==> config.mk <==
export PLATFORM = sky130hd
export DESIGN_NAME = pzcorebus_request_arbiter
export DESIGN_NICKNAME = d
export VERILOG_FILES = /design/src/rtl/pzcorebus_request_arbiter.sv
export SDC_FILE = /design/constraint.sdc
export NUM_CORES = 1
export LEC_CHECK = 0
export CAP_MARGIN = 20
export CORE_AREA = 2 2 264 266
export DETAILED_ROUTE_END_ITERATION = 12
export DIE_AREA = 0 0 266 268
export PLACE_DENSITY = 0.39
export SYNTH_ARGS = -nofsm -noshare
export SYNTH_HDL_FRONTEND = slang
export SYNTH_SLANG_ARGS = --single-unit
==> constraint.sdc <==
create_clock -name i_clk -period 2.95 [get_ports i_clk]
set_input_delay 0.4425 -clock i_clk [delete_from_list [all_inputs] [get_ports i_clk]]
set_output_delay 0.4425 -clock i_clk [all_outputs]
set_load 0.05 [all_outputs]
==> src/rtl/pzcorebus_request_arbiter.sv <==
// Round-robin N-to-1 arbiter for the corebus request side (command plus write data).
// A write command keeps its grant until its last data beat, so bursts never interleave.
module pzcorebus_request_arbiter #(
    parameter int N      = 4,
    parameter int CMD_W  = 64,
    parameter int DATA_W = 64,
    parameter int IDX_W  = $clog2(N)
) (
    input  logic                i_clk,
    input  logic                i_rst,
    input  logic [N-1:0]        i_mcmd_valid,
    output logic [N-1:0]        o_scmd_accept,
    input  logic [N*CMD_W-1:0]  i_mcmd,
    input  logic [N-1:0]        i_mcmd_write,
    input  logic [N-1:0]        i_mdata_valid,
    output logic [N-1:0]        o_sdata_accept,
    input  logic [N*DATA_W-1:0] i_mdata,
    input  logic [N-1:0]        i_mdata_last,
    output logic                o_mcmd_valid,
    input  logic                i_scmd_accept,
    output logic [CMD_W-1:0]    o_mcmd,
    output logic [IDX_W-1:0]    o_mcmd_source,
    output logic                o_mdata_valid,
    input  logic                i_sdata_accept,
    output logic [DATA_W-1:0]   o_mdata,
    output logic                o_mdata_last
);

    typedef enum logic [1:0] {IDLE, CMD, DATA} state_e;

    localparam logic [IDX_W:0]   REQ_COUNT = (IDX_W+1)'(N);
    localparam logic [IDX_W-1:0] LAST_IDX  = IDX_W'(N-1);

    state_e             state_q, state_d;
    logic [IDX_W-1:0]   grant_q, grant_d;
    logic [IDX_W-1:0]   ptr_q, ptr_d;

    logic [N-1:0]       rotReq;
    logic [IDX_W-1:0]   offset;
    logic [IDX_W:0]     pickSum;
    logic [IDX_W-1:0]   pick;

    logic               cmdValidSel, cmdWriteSel;
    logic [CMD_W-1:0]   cmdSel;
    logic               dataValidSel, dataLastSel;
    logic [DATA_W-1:0]  dataSel;

    // Rotate requests so bit 0 is the requester at the pointer; the first set bit wins.
    assign rotReq  = N'({i_mcmd_valid, i_mcmd_valid} >> ptr_q);
    assign pickSum = {1'b0, ptr_q} + {1'b0, offset};
    assign pick    = (pickSum >= REQ_COUNT) ? IDX_W'(pickSum - REQ_COUNT) : pickSum[IDX_W-1:0];

    always_comb begin
        offset = '0;
        for (int i = N-1; i >= 0; i--) begin
            if (rotReq[i]) begin
                offset = IDX_W'(i);
            end
        end
    end

    always_comb begin
        cmdValidSel  = 1'b0;
        cmdWriteSel  = 1'b0;
        cmdSel       = '0;
        dataValidSel = 1'b0;
        dataLastSel  = 1'b0;
        dataSel      = '0;
        for (int k = 0; k < N; k++) begin
            if (grant_q == IDX_W'(k)) begin
                cmdValidSel  = i_mcmd_valid[k];
                cmdWriteSel  = i_mcmd_write[k];
                cmdSel       = i_mcmd[k*CMD_W +: CMD_W];
                dataValidSel = i_mdata_valid[k];
                dataLastSel  = i_mdata_last[k];
                dataSel      = i_mdata[k*DATA_W +: DATA_W];
            end
        end
    end

    always_comb begin
        state_d        = state_q;
        grant_d        = grant_q;
        ptr_d          = ptr_q;
        o_scmd_accept  = '0;
        o_sdata_accept = '0;
        o_mcmd_valid   = 1'b0;
        o_mcmd         = '0;
        o_mcmd_source  = '0;
        o_mdata_valid  = 1'b0;
        o_mdata        = '0;
        o_mdata_last   = 1'b0;
        case (state_q)
            IDLE: begin
                if (|i_mcmd_valid) begin
                    grant_d = pick;
                    state_d = CMD;
                end
            end
            CMD: begin
                o_mcmd_valid           = cmdValidSel;
                o_mcmd                 = cmdValidSel ? cmdSel : '0;
                o_mcmd_source          = cmdValidSel ? grant_q : '0;
                o_scmd_accept[grant_q] = i_scmd_accept & cmdValidSel;
                if (cmdValidSel && i_scmd_accept) begin
                    ptr_d   = (grant_q == LAST_IDX) ? '0 : grant_q + 1'b1;
                    state_d = cmdWriteSel ? DATA : IDLE;
                end
            end
            DATA: begin
                o_mdata_valid           = dataValidSel;
                o_mdata                 = dataValidSel ? dataSel : '0;
                o_mdata_last            = dataValidSel & dataLastSel;
                o_sdata_accept[grant_q] = i_sdata_accept & dataValidSel;
                if (dataValidSel && i_sdata_accept && dataLastSel) begin
                    state_d = IDLE;
                end
            end
            default: state_d = IDLE;
        endcase
    end

    always_ff @(posedge i_clk or posedge i_rst) begin
        if (i_rst) begin
            state_q <= IDLE;
            grant_q <= '0;
            ptr_q   <= '0;
        end else begin
            state_q <= state_d;
            grant_q <= grant_d;
            ptr_q   <= ptr_d;
        end
    end

    validExclusive: assert property (@(posedge i_clk) disable iff (i_rst)
        !(o_mcmd_valid && o_mdata_valid));
    acceptOneHot: assert property (@(posedge i_clk) disable iff (i_rst)
        $onehot0(o_scmd_accept) && $onehot0(o_sdata_accept));
    grantStable: assert property (@(posedge i_clk) disable iff (i_rst)
        (state_q != IDLE) |=> $stable(grant_q));

endmodule

### Word-level counts from Yosys, hierarchy flattened

Index checks and enable logic that the tools add are counted.

| storage, ports and cells | value |
|---|---|
| input port bits | 532 |
| output and inout port bits | 141 |
| flip-flop bits (word level) | 6 |
| logic and storage cells | 81 |

| operators by class | value |
|---|---|
| reductions and logical operators | 10 |
| multiplexer cells | 48 |
| shift operators | 1 |
| bitwise gates (word level) | 5 |
| add/sub/neg operators | 3 |
| $lt $le $gt $ge | 3 |
| equal/unequal tests | 8 |

Operators with widths:

| operator | count |
|---|---|
| $mux W64 | 12 |
| $mux W2 | 12 |
| $mux W1 | 20 |
| $and A4 B4 Y4 | 2 |
| $mux W4 | 2 |
| $shr A8 B2 Y4 | 1 |
| $eq A2 B2 Y1 const B | 3 |
| $ne A2 B2 Y1 const B | 3 |
| $pmux W2 S3 | 1 |
| $eq A2 B1 Y1 const B | 2 |
| $logic_and A1 B1 Y1 | 4 |
| $logic_not A2 Y1 | 2 |
| $reduce_and A2 Y1 | 2 |
| $reduce_or A4 Y1 | 1 |
| $add A2 B2 Y3 | 1 |
| $and A1 B1 Y1 | 3 |
| $ge A3 B3 Y1 const B | 1 |
| $lt A2 B3 Y1 const B | 1 |
| $reduce_and A3 Y1 | 1 |
| $add A2 B1 Y2 const B | 1 |
| $demux W1 S2 | 1 |
| $ge A2 B1 Y1 const B | 1 |
| $sub A2 B1 Y2 const B | 1 |

### Depth between registers and ports, before layout

| depth | value |
|---|---|
| word-level depth | 9 |
| depth in mapped cells | 9 |
| mapped depth without buffers | 7 |

### Worst setup path after synthesis

Ideal clock, no wire load.

| timing path | value |
|---|---|
| path type | register to output |
| from | reg grant_q[0] |
| to | out o_mcmd[15] |
| cell stages (with the launch flop) | 9 |
| slack | 0.175 ns |
| data arrival time | 2.332 ns |
| path buffers | 2 |
| path through | dfrtp_1 inv_1 ha_1 nand3b_1 a221oi_2 o21ai_1 buf_2 buf_2 a21oi_1 |

| between the ends | value |
|---|---|
| word-level cells in the longest chain between the ends | 7 |

RTL lines:

| element | RTL line | text |
|---|---|---|
| start: declaration | 35 | `logic [IDX_W-1:0] grant_q, grant_d;` |
| start signal: assignment | 130 | `grant_q <= grant_d;` |
| $logic_not A2 Y1 | 70 | `if (grant_q == IDX_W'(k)) begin` |
| $mux W64 / $mux W1 (equally long branches) (4 in series) | 70 |  |
| $mux W64 * | 102 | `o_mcmd = cmdValidSel ? cmdSel : '0;` |
| $mux W64 * | 93 | `case (state_q)` |
| end: declaration | 21 | `output logic [CMD_W-1:0] o_mcmd,` |

Every way passes the cells marked *; elsewhere a longest branch is shown, timed or not.

### Final worst setup path

| timing path | value |
|---|---|
| from | reg grant_q[0] |
| to | out o_sdata_accept[3] |

| between the ends | value |
|---|---|
| word-level cells in the longest chain between the ends | 8 |

RTL lines:

| element | RTL line | text |
|---|---|---|
| $logic_not A2 Y1 | 70 |  |
| $mux W1 (4 in series) | 70 |  |
| $and A1 B1 Y1 | 114 | `o_sdata_accept[grant_q] = i_sdata_accept & dataValidSel;` |
| $and A4 B4 Y4 (no line) * | - |  |
| $mux W4 * | 93 |  |
| end: declaration | 16 | `output logic [N-1:0] o_sdata_accept,` |

Marks and branches as above.

==> results by group <==
Cells and area
  – Ratio of cells with drive above 1 in the final layout: 22.14%
  – Final Cell Area: ~16000 µm²
  – Fin nets: 2034
  – Fill count: 7484
  – Final design utilization: 22.74%
  – Area Overhead vs Synth: 188.5%

Die
  – Die X: 266 µm
  – Die area: 71290 µm²
  – Initial core utilization: 7.884%
  – Die Y-Extent: 268 µm
  – # IOs: 673
  – Row count: 96
  – Placeable Area: 68230 µm²

Clock tree
  – Total CTS buffers: 3
  – CTS tree: done
  – Worst-Skew Late Latency: 0.23 ns
  – CTS root buf: clkbuf_16
  – CTS max path bufs: 2
  – H-tree depth: 1
  – Clock sink count: 6
  – Clock-pin slew on the worst setup and hold paths: 0.03 ns

Critical path
  – WP depth: 11
  – Top delay family on crit path: buffers and inverters
  – Crit-path max FO: 8
  – RR Startpoint: grant_q[0]$_DFFE_PP0P_
  – Critical Path AT: 2.49 ns
  – CP Cell Sequence: buf_4 -> ha_4 -> a211oi_2 -> a211oi_2 -> buf_4 -> nand3b_1 -> buf_6 -> buf_16 -> clkinvlp_4 -> and3_1 -> buf_12
  – Worst path slowest cell: dfrtp_1
  – FF-to-FF setup slack: 0.76 ns
  – Reg2Reg Capture Point: state_q[1]$_DFFE_PP0P_
  – Worst path required time: 2.51 ns
  – Critical path endpoint: o_sdata_accept[3]
  – Worst Reg-to-Reg Cells: 9
  – Slowest cell delay on critical path: roughly 0.42 ns
  – Worst Setup Path Type: reg2out
  – Worst Path Buf+Inv: 6
  – Startpoint Class: flip-flop
  – Setup crit end kind: output pin
  – CP startpoint: grant_q[0]$_DFFE_PP0P_

Logic synthesis
  – Top cells by area, synth: a221oi_1 (21%), a211o_1 (21%), a21oi_2 (9.8%)
  – Post-synth top area cell: a221oi_1
  – Post-synth EDFFs: 0
  – Synth async-reset ratio: 100.0%
  – Ys Warns: 0
  – Syn avg cell area: ~6.4 µm²
  – Syn Inst Count: 844
  – Synth Flop Type: dfrtp_1
  – Top-count cell post-synth: inv_1
  – Yosys reg bits: 6
  – Post-Syn Area: roughly 5400 µm²
  – Synth cell types: 43
  – Net Count, Synth: 1381
  – Seq/Total Area, Yosys: 2.791%
  – Synth top area share: about a fifth
  – Top cells by count, synth: inv_1 (138), nand2_1 (131), a221oi_1 (130)

Pwr
  – Pleak: 5.929 nW
  – P per Cell Area: 837.5 nW/µm²
  – Worst IR drop on VDD: 0.3640 mV
  – Total design power: around 13 mW

Run
  – MaxCap Viol Count: 0

Placed design
  – Placer congestion estimate: 0.8531
  – Placed inst area: between 10000 and 15000 µm²
  – Worst slack at placement: -0.1140 ns
  – HPWL after DPL: 39500 µm
  – Port-buffer cells: 672

Routing
  – DRT antenna net count: 0
  – Number of remaining DRC errors: 0
  – Routed WL per cell: 21.18 µm
  – Router iterations before antenna repair: 8
  – Vias: around 9500
  – DR vias/cell: 3.992
  – Starting DRT DRC Count: 480
  – Routed WL: 50360 µm

Global routing
  – Largest net degree at the start of global routing: 96
  – Total gr overflow: 0
  – GRT Util Overall: 12.18%
  – First-pass GRT wire length: roughly 65000 µm
  – Initial antenna violation count: 7
  – Vias in the first global route: 9449

Timing
  – RSZ-0062 raised after global routing: yes
  – Final worst slack: 0.02176 ns
  – Maximum clock frequency: 341.5 MHz
  – Final Hold Fails: 0
  – Final setup viols: 0
  – Tcrit/Tclk final: 99.26%
  – Worst slew margin: 62.22%
  – Max Clock Skew: 0.0007911 ns
  – Max-slew violations: 0
  – Worst-margin pin slew: 0.5623 ns
  – Minimum clock period: 2.928 ns
  – Hold slack: between 0.4 and 0.5 ns

Status
  – Status: completed

Hold path
  – Hold/Removal Path Class: in2async
## power breakdown
group / leakage, nW / switching, mW / internal (mW) / total [mW]
combinational: 5.82 / 6.98 / 5.60 / 12.6
clock: 0.0370 / 0.0488 / 0.174 / 0.223
sequential: 0.0715 / 0.0672 / 0.123 / 0.190
total: 5.93 / 7.10 / 5.90 / 13.0
## placed cells by master (no fill, tap or decap), drive strengths merged, types with 2 or more instances in the layout
cell / n
nor3b: 2
nor2b: 3
o211ai: 2
clkdlybuf4s50: 531
and3: 8
or2: 2
a211oi: 4
a221oi: 131
buf: 217
clkbuf: 11
o21ai: 6
a31oi: 2
nor3: 2
ha: 5
nand3b: 5
a21oi: 131
mux2: 2
o22ai: 2
inv: 137
a211o: 128
nor2: 8
and2: 4
nand2: 131
dfrtp: 6
## per-stage QoR
step | cells | setup TNS [ns]
2_1_floorplan | 844 | 0
3_3_place_gp | 2350 | -1.116
3_5_place_dp | 2350 | -0.4103
4_1_cts | 2363 | -0.002923
5_1_grt | 2378 | -1.871
6_report | 2378 | 0
## kinds of logic (layout without fill, tap and decap cells)
group	after synthesis	in the layout	share of synthesized area (%)
AND/OR/NAND/NOR	169	169	13.35
adder cells (fa/ha/maj)	5	5	1.163
other	0	1	0
multiplexers	2	2	0.4187
AO/OA/AOI/OAI	416	416	62.18
buffers and inverters	246	897	20.10
flip-flops	6	6	2.791
## area by class of cell
class                   count  area, µm²  area share, %
well taps                 882       1104          7.112
repair buffers            756       9143          58.92
diodes                      1      2.502        0.01613
flip-flops and latches      6      150.1         0.9676
clock buffers               3      75.07         0.4838
inverters                 138      521.8          3.362
multi-input cells         592       4522          29.14
## how the worst min path moves through the flow
stage / start / endpoint / depth (start not counted)
after floorplan: i_rst / grant_q[0]$_DFFE_PP0P_ / 1
after global placement: state_q[0]$_DFFE_PP0P_ / state_q[1]$_DFFE_PP0P_ / 2
after detailed placement: state_q[0]$_DFFE_PP0P_ / state_q[1]$_DFFE_PP0P_ / 2
after CTS: i_rst / grant_q[1]$_DFFE_PP0P_ / 2
after global routing: i_rst / ptr_q[0]$_DFFE_PP0P_ / 2
final: i_rst / grant_q[1]$_DFFE_PP0P_ / 2
## metal layers
metal  vias up  share of wire (%)  track usage (%)
met5         -              0.068                0
met4         6                2.2            2.505
met3        42                9.0            3.537
met2       539                 50            21.81
met1      4453                 39            14.39
li1       4454                  -                -
## registers in the layout, indices dropped and copies added, names as in the netlist
signal	count
grant_q	2
state_q	2
ptr_q	2
## repair_timing
item / in CTS / in global routing
pin swaps: 3 / 0
gates resized for setup: 22 / 51
endpoints found under the setup margin: 123 / 110
hold buffers: 0 / 0
gates cloned: 1 / 8
setup buffers: 9 / 6
## worst reg2reg max path, delay by kind of cell, from the launching register on
family	cells	cell delay (ns)
AOI/OAI and AO/OA	4	0.84
buffers and inverters	4	0.65
DFF	1	0.42
adders and majority gates	1	0.18
Note: power is estimated with default switching activity, not from simulation.
==> variant, RTL diff (same settings) <==
Encoding of `state_e`: now one-hot (3 bits for 3 states).
--- a/src/rtl/pzcorebus_request_arbiter.sv
+++ b/src/rtl/pzcorebus_request_arbiter.sv
@@ -28,3 +28,3 @@
 
-    typedef enum logic [1:0] {IDLE, CMD, DATA} state_e;
+    typedef enum logic [2:0] {IDLE = 3'b001, CMD = 3'b010, DATA = 3'b100} state_e;
 
Formal check against the unedited RTL: same outputs for any inputs over 10 cycles, from zero or initial values and one cycle with i_rst high; not proved beyond that.
==> variant against the unedited design <==
Sequential cell count increased by 1. Critical path depth is 1 lower. Setup slack gained 0.0018 ns. Synthesized area shrank 5.7%. Maximum frequency about the same. Synthesized cell count fell by 0.36%. Cell area down 5.2%. Non-clock buffer count down 9. Power decreased by 22%. Routed wire length fell by 13%. Sequential share of layout area increased by 0.23 points.
==> variant: results (changes against the unedited design) <==
[status]
status = finished clean

[place]
place_congestion = 0.8238  ; -3.4%
hpwlAfterDp_microns = 36760  ; -6.9%
postPlaceCellArea_sq_mm = 0.01440  ; -1.9%

[finish]
layout.nets = 2025  ; -0.44%
multi_input_area_sq_mm = 0.004380  ; -3.1%
multi_input_area_share_pct = 29.76  ; +0.62 points
antenna_cells = 2  ; +1
sh_seq_area_pct = 1.199  ; +0.23 points
layout.cells.non_filler = 2371  ; -0.29%
inverters_excl_clock = 8  ; -94%
reg_top3 = state_q: 3 flops, grant_q: 2 flops, ptr_q: 2 flops
multi_input_gates = 721  ; +22%
nonClockBufferCount = 747  ; -1.2%

[drt]
drt-met1-wl_microns = 16590  ; -15%
initialDrtViolationCount = 347  ; -28%
via_per_inst = 3.839  ; -3.8%

[logic_synthesis]
synthMuxAreaShare_pct = 0.5919  ; +0.17 points
synth-compound-area-share_pct = 37.98  ; -24 points
synth_cell_types = 41  ; -4.7%
synthTopCellsByArea = a221oi_1, nor2b_1, a21oi_1, nor3_1, nor2_1
ys_top_cells_by_count = nor2_1, nor2b_1, a21oi_1
synthAdderAreaFrac_pct = 1.233  ; +0.070 points

[global_routing]
grtUsageMet1_pct = 12.59  ; -1.8 points
grtUsageMet3_pct = 2.236  ; -1.3 points
track_usage_pct = 11.20  ; -0.98 points

[worst_setup_path]
crit_fanout = 10  ; +2

[sta]
clock_skew_ns = 0.0003898  ; -0.0004014 ns

[power]
ir_worst_vdd_v = 0.0005016  ; +38%
p_int_mw = 4.776  ; -19%

[cts]
cts.sinks = 7  ; +1

==> variant: power by group through the flow <==
stage / combinational (mW) / sequential, mW / clock (mW)
floorplan: 5.58 / 0.195 / 0
global placement: 9.43 / 0.199 / 0
detailed placement: 9.38 / 0.202 / 0
CTS: 9.57 / 0.202 / 0.228
global route: 10.6 / 0.212 / 0.236
finish: 9.76 / 0.202 / 0.226
==> variant: path summary, 6_finish.rpt <==
kind                                   startpoint                     end  slack (ns)  depth (start not counted)
max                        grant_q[1]$_DFFE_PP0P_               o_mcmd[6]        0.02                         10
min                                         i_rst  state_q[2]$_DFFE_PP0P_        0.46                          2
max reg2reg                grant_q[0]$_DFFE_PP0P_    ptr_q[0]$_DFFE_PP0P_        0.62                         11
min reg2reg                state_q[2]$_DFFE_PP0P_  state_q[0]$_DFFE_PP1P_        0.58                          3
max in group asynchronous                   i_rst  state_q[0]$_DFFE_PP1P_        2.22                          2
min in group i_clk         state_q[2]$_DFFE_PP0P_  state_q[0]$_DFFE_PP1P_        0.58                          3
